**src/rtl/alu_mdu_seq.sv**
```systemverilog
// Sequential RV32I/RV32M execute unit: single-cycle base ALU ops, and
// one-bit-per-cycle shift-add multiply and restoring divide.
module alu_mdu_seq #(
  parameter int DWIDTH = 32,
  parameter int AWIDTH = 32
) (
  input  logic              clk,
  input  logic              rst_n,
  input  logic              valid_i,
  output logic              ready_o,
  input  logic [AWIDTH-1:0] pc_i,
  input  logic [DWIDTH-1:0] rs1_i,
  input  logic [DWIDTH-1:0] rs2_i,
  input  logic [2:0]        funct3_i,
  input  logic [6:0]        funct7_i,
  input  logic              flush_i,
  output logic              valid_o,
  input  logic              ready_i,
  output logic [DWIDTH-1:0] res_o,
  output logic [AWIDTH-1:0] pc_o
);
  localparam int SW = $clog2(DWIDTH);
  localparam logic [DWIDTH-1:0] MOST_NEG = {1'b1, {(DWIDTH-1){1'b0}}};

  typedef enum logic [1:0] {IDLE, MUL, DIV, DONE} state_t;
  state_t state, state_nxt;

  logic [2*DWIDTH-1:0] acc, acc_nxt, prod;
  logic [DWIDTH-1:0]   opnd, res_q, base_res, early_res, fin_res, quo, rem;
  logic [AWIDTH-1:0]   pc_q;
  logic [SW-1:0]       cnt;
  logic [2:0]          op;
  logic                neg_q, neg_r;
  logic                is_m, is_div, a_sgn, b_sgn, a_neg, b_neg, div0, ovf, accept, last;
  logic [DWIDTH-1:0]   a_mag, b_mag;
  logic [DWIDTH:0]     mul_sum, div_sh, div_diff;
  logic [SW-1:0]       shamt;

  // Operand decode at issue time
  always_comb begin
    is_m      = (funct7_i == 7'b0000001);
    is_div    = is_m && funct3_i[2];
    a_sgn     = is_div ? !funct3_i[0] : (funct3_i == 3'b001 || funct3_i == 3'b010);
    b_sgn     = is_div ? !funct3_i[0] : (funct3_i == 3'b001);
    a_neg     = a_sgn && rs1_i[DWIDTH-1];
    b_neg     = b_sgn && rs2_i[DWIDTH-1];
    a_mag     = a_neg ? -rs1_i : rs1_i;
    b_mag     = b_neg ? -rs2_i : rs2_i;
    div0      = (rs2_i == '0);
    ovf       = !funct3_i[0] && (rs1_i == MOST_NEG) && (&rs2_i);
    early_res = div0 ? (funct3_i[1] ? rs1_i : '1) : (funct3_i[1] ? '0 : MOST_NEG);
    accept    = valid_i && (state == IDLE) && !flush_i;
    last      = (cnt == SW'(DWIDTH-1));
    shamt     = rs2_i[SW-1:0];
  end

  always_comb begin
    base_res = '0;
    case (funct3_i)
      3'b000: base_res = funct7_i[5] ? rs1_i - rs2_i : rs1_i + rs2_i;
      3'b001: base_res = rs1_i << shamt;
      3'b010: base_res = {{(DWIDTH-1){1'b0}}, $signed(rs1_i) < $signed(rs2_i)};
      3'b011: base_res = {{(DWIDTH-1){1'b0}}, rs1_i < rs2_i};
      3'b100: base_res = rs1_i ^ rs2_i;
      3'b101: base_res = funct7_i[5] ? DWIDTH'($signed(rs1_i) >>> shamt) : rs1_i >> shamt;
      3'b110: base_res = rs1_i | rs2_i;
      default: base_res = rs1_i & rs2_i;
    endcase
  end

  // acc holds {partial/remainder, multiplier/dividend}; opnd is multiplicand/divisor
  always_comb begin
    mul_sum  = {1'b0, acc[2*DWIDTH-1:DWIDTH]} + (acc[0] ? {1'b0, opnd} : '0);
    div_sh   = acc[2*DWIDTH-1:DWIDTH-1];
    div_diff = div_sh - {1'b0, opnd};
    if (state == MUL)
      acc_nxt = {mul_sum, acc[DWIDTH-1:1]};
    else
      acc_nxt = {div_diff[DWIDTH] ? div_sh[DWIDTH-1:0] : div_diff[DWIDTH-1:0],
                 acc[DWIDTH-2:0], !div_diff[DWIDTH]};
    prod    = neg_q ? -acc_nxt : acc_nxt;
    quo     = neg_q ? -acc_nxt[DWIDTH-1:0] : acc_nxt[DWIDTH-1:0];
    rem     = neg_r ? -acc_nxt[2*DWIDTH-1:DWIDTH] : acc_nxt[2*DWIDTH-1:DWIDTH];
    if (state == MUL)
      fin_res = (op[1:0] == 2'b00) ? prod[DWIDTH-1:0] : prod[2*DWIDTH-1:DWIDTH];
    else
      fin_res = op[1] ? rem : quo;
  end

  always_ff @(posedge clk or negedge rst_n) begin
    if (!rst_n) state <= IDLE;
    else        state <= state_nxt;
  end

  always_comb begin
    state_nxt = state;
    case (state)
      IDLE: if (valid_i) begin
        if (!is_m)                      state_nxt = DONE;
        else if (!is_div)               state_nxt = MUL;
        else if (div0 || ovf)           state_nxt = DONE;
        else                            state_nxt = DIV;
      end
      MUL, DIV: if (last) state_nxt = DONE;
      DONE:     if (ready_i) state_nxt = IDLE;
      default:  state_nxt = IDLE;
    endcase
    if (flush_i) state_nxt = IDLE;
  end

  always_comb begin
    ready_o = (state == IDLE);
    valid_o = (state == DONE);
    res_o   = res_q;
    pc_o    = pc_q;
  end

  // res_q is only written with a final result, never a partial one
  always_ff @(posedge clk or negedge rst_n) begin
    if (!rst_n) begin
      acc   <= '0;
      opnd  <= '0;
      cnt   <= '0;
      op    <= '0;
      neg_q <= 1'b0;
      neg_r <= 1'b0;
      res_q <= '0;
      pc_q  <= '0;
    end else if (accept) begin
      acc   <= {{DWIDTH{1'b0}}, a_mag};
      opnd  <= b_mag;
      cnt   <= '0;
      op    <= funct3_i;
      neg_q <= a_neg ^ b_neg;
      neg_r <= a_neg;
      pc_q  <= pc_i;
      res_q <= is_m ? early_res : base_res;
    end else if ((state == MUL || state == DIV) && !flush_i) begin
      acc <= acc_nxt;
      cnt <= cnt + 1'b1;
      if (last) res_q <= fin_res;
    end
  end
endmodule

```
**config.mk**
```make
export PLATFORM = sky130hd
export DESIGN_NAME = alu_mdu_seq
export DESIGN_NICKNAME = d
export VERILOG_FILES = /design/src/rtl/alu_mdu_seq.sv
export SDC_FILE = /design/constraint.sdc
export NUM_CORES = 1
export LEC_CHECK = 0
export BUFFER_PORTS_ARGS = -buffer_cell sky130_fd_sc_hd__buf_2
export CORE_MARGIN = 5
export CORE_UTILIZATION = 40
export CTS_CLUSTER_SIZE = 24
export DETAILED_ROUTE_END_ITERATION = 10
export HOLD_SLACK_MARGIN = 0.12
export PLACE_DENSITY = 0.65
export SETUP_SLACK_MARGIN = 0.15
export SYNTH_ARGS = -nofsm -noshare
export SYNTH_HDL_FRONTEND = slang
export SYNTH_SLANG_ARGS = --single-unit
```
**constraint.sdc**
```tcl
create_clock -name clk -period 18.4 [get_ports clk]
set_input_delay 0.92 -clock clk [delete_from_list [all_inputs] [get_ports clk]]
set_output_delay 0.92 -clock clk [all_outputs]
set_load 0.05 [all_outputs]
```
==> impl_metrics.csv <==
group,metric,value,unit
sta,hold_viol_final,0,
logic_synthesis,syn-num-nets,3779,
routing,routed_via_density,6.513,
cells_and_area,drive_gt1_share,10.11,%
setup_path,reg2reg_slack,11810,ps
cells_and_area,final_common_cell,"nand2_1",
routing,ant_nets,0,
sta,tns,0,ps
setup_path,r2r_cells,22,
floorplanning,num_rows,91,
global_route,grt_first_pass_wirelength,165.7,mm
outcome,outcome,"completed",
job,maxCapViolCount,0,
placed_design,dpl.hpwl,86.10,mm
sta,finClkSkew,12.07,ps
placed_design,io_buffers,176,
logic_synthesis,ys_ff_latch,171,
sta,worst_slew_pin_slew,1167,ps
cells_and_area,final_nets,3796,
global_route,grt_usage,31.71,%
cells_and_area,fin_area,26670,sq um
clock_network,cts_root_buf,"clkbuf_16",
sta,layout_min_cycle_time,6593,ps
clock_network,cts-htree-levels,4,
logic_synthesis,synth_ff_type,"dfrtp_1",
sta,finalWorstSetupSlack,11810,ps
setup_path,critPathLaunchType,"flop",
sta,fmax,151.7,MHz
sta,hold_slack,473.0,ps
routing,drt_iter0_markers,3823,
clock_network,clkSinkCount,171,
sta,fin_crit_sh,35.83,%
routing,totalWireLength,111.0,mm
logic_synthesis,synth_cells,3493,
global_route,grt_antenna_before_repair,2,
placed_design,place.gp.congestion,1.031,
clock_network,cts.clk_slew.worst_paths,70,ps
setup_path,required,18740,ps
min_path,hp-class,"flop to flop",
floorplanning,start_util,40.21,%
clock_network,cts_hold_buf,0,
clock_network,clockBufferDepth,2,
setup_path,arrival,6930,ps
routing,firstDrtPassIters,8,
routing,drc,0,
clock_network,cts_buffers,17,
logic_synthesis,yosys_warnings,0,
logic_synthesis,avgSynthCellArea,7.065,sq um
setup_path,worstSetupEndpointType,"flop",
sta,slew_violations,0,
cells_and_area,fillerInstances,6437,
floorplanning,io_pins,177,
routing,wl_per_cell,25.73,um
floorplanning,die_w,258.4,um
setup_path,path_class,"flop to flop",
cells_and_area,final_cell_mix,"426 x nand2_1, 383 x o21ai_0, 334 x nor2_1",
global_route,grt_overflow,0,
global_route,grt_pass1_vias,26280,
routing,vias,28100,
floorplanning,floorplan.die_area,66760,sq um
pwr,leakage,0.01146,uW
cells_and_area,finish.utilization,43.45,%
cells_and_area,area_growth,8.062,%
clock_network,clk_latency,460,ps
placed_design,postPlaceCellArea,26100,sq um
pwr,irDropWorstVdd,97.91,uV
logic_synthesis,netlist_area,24680,sq um
global_route,grt_max_degree,72,
placed_design,dp_slack,11920,ps
clock_network,postCtsSetupBuffers,0,
pwr,power_per_cell_area,177.0,nW/um^2
logic_synthesis,synth_edf_count,0,
sta,setup_viol,0,
floorplanning,fp.dieH,258.4,um
min_path,min_path_cells,2,
clock_network,post_cts_resized,0,
clock_network,cts_tree,"built",
floorplanning,core,61370,sq um
sta,grt_setup_unrepaired,"no",
sta,relSlewSlack,21.58,%
logic_synthesis,synth_cell_types,97,
logic_synthesis,ys_seq_area_share,17.34,%
setup_path,path_max_fanout,13,
logic_synthesis,synthArstFlopShare,100.0,%
## worst paths after layout
| kind | endpoint | start |
|---|---|---|
| hold / removal | pc_o[9]$_DFFE_PN0P_ | pc_o[9]$_DFFE_PN0P_ |
| min in group asynchronous | pc_o[10]$_DFFE_PN0P_ | rst_n |
| max in group asynchronous | res_o[7]$_DFFE_PN0P_ | rst_n |
| setup reg to reg | res_o[30]$_DFFE_PN0P_ | acc[31]$_DFFE_PN0P_ |
| hold reg to reg | pc_o[9]$_DFFE_PN0P_ | pc_o[9]$_DFFE_PN0P_ |
| setup / recovery | res_o[30]$_DFFE_PN0P_ | acc[31]$_DFFE_PN0P_ |
## synth_stat cells, drive strengths merged, types with 12 or more instances
master / n / share of area, %
a211o: 18 / 0.64
a211oi: 54 / 1.7
a21o: 64 / 1.9
a21oi: 284 / 5.8
a221oi: 29 / 1.0
a22o: 16 / 0.57
a22oi: 15 / 0.46
a31oi: 49 / 1.3
and2: 44 / 1.1
and3: 20 / 0.51
buf: 52 / 1.0
clkbuf: 188 / 2.9
dfrtp: 171 / 17
ha: 171 / 8.7
inv: 168 / 2.6
mux2i: 118 / 4.8
mux4: 19 / 1.7
nand2: 428 / 6.5
nand2b: 21 / 0.53
nand3: 72 / 1.5
nand4: 47 / 1.2
nor2: 337 / 5.1
nor2b: 17 / 0.43
nor3: 76 / 1.6
nor4: 21 / 0.56
o211ai: 76 / 2.3
o21a: 13 / 0.40
o21ai: 391 / 7.9
o21bai: 24 / 0.73
o221ai: 25 / 0.89
o22ai: 34 / 0.86
o31a: 12 / 0.43
o31ai: 33 / 1.0
or2: 17 / 0.43
or3: 19 / 0.48
xnor2: 147 / 5.2
xor2: 51 / 1.8
## flip-flops by register name, indices dropped and copies added, names as in the netlist
signal / count
pc_o: 32
op: 2
cnt: 5
state: 2
neg_r: 1
acc: 64
opnd: 32
res_o: 32
neg_q: 1
## cells by family (layout without fill, tap and decap cells)
kind of cell | after synthesis | count (layout) | synth area share [%]
AO/OA/AOI/OAI | 1236 | 1236 | 31.87
AND/OR/NAND/NOR | 1161 | 1161 | 21.46
buffers and inverters | 409 | 439 | 6.470
XOR/XNOR | 198 | 198 | 7.027
adder cells (fa/ha/maj) | 175 | 175 | 8.995
flip-flops | 171 | 171 | 17.34
multiplexers | 143 | 143 | 6.845
other | 0 | 1 | 0
## critical path, stage by stage (launching register included)
cell,delay (ps)
dfrtp_1,410
inv_1,80
ha_1,220
inv_1,70
fa_1,210
nand3_1,160
a211o_1,340
a2111o_1,540
a31o_4,320
a31oi_4,140
nor2_1,160
a21oi_1,210
ha_1,260
and3_1,180
nand3_1,110
or4_1,590
or4_1,630
nand2b_1,450
or3_1,570
o21ai_0,240
xnor2_1,150
a21oi_1,90
a2111oi_0,330
## layout make-up
class	instances	area [sq um]	share of cell area, %
Clock buffer	19	452.9	1.698
Tap cell	790	988.4	3.707
Antenna cell	1	2.502	0.009384
Multi-Input combinational cell	2913	18840	70.66
Clock inverter	13	111.4	0.4176
Sequential cell	171	4279	16.05
Timing Repair Buffer	238	1355	5.081
Inverter	169	634.4	2.379
## report_power, final
group	internal, uW	switching (uW)	total (uW)
registers	551	189	740
clock network	183	179	362
logic	1190	2430	3620
## through the flow
| step | cells | power (uW) |
|---|---|---|
| final | 4314 | 4721 |
| after CTS | 4313 | 4619 |
| after detailed placement | 4281 | 4234 |
| after global placement | 4281 | 4233 |
| after floorplan | 3493 | 3216 |
| after global routing | 4314 | 5006 |
## routing by layer
| metal | vias to the layer above | global-route usage, % | part of all wire (%) |
|---|---|---|---|
| li1 | 12740 | - | - |
| met1 | 13350 | 43.19 | 40 |
| met2 | 1676 | 49.57 | 44 |
| met3 | 324 | 4.326 | 9.7 |
| met4 | 0 | 15.61 | 5.9 |
| met5 | - | 0 | 0 |
(Power assumes the default switching activity.)
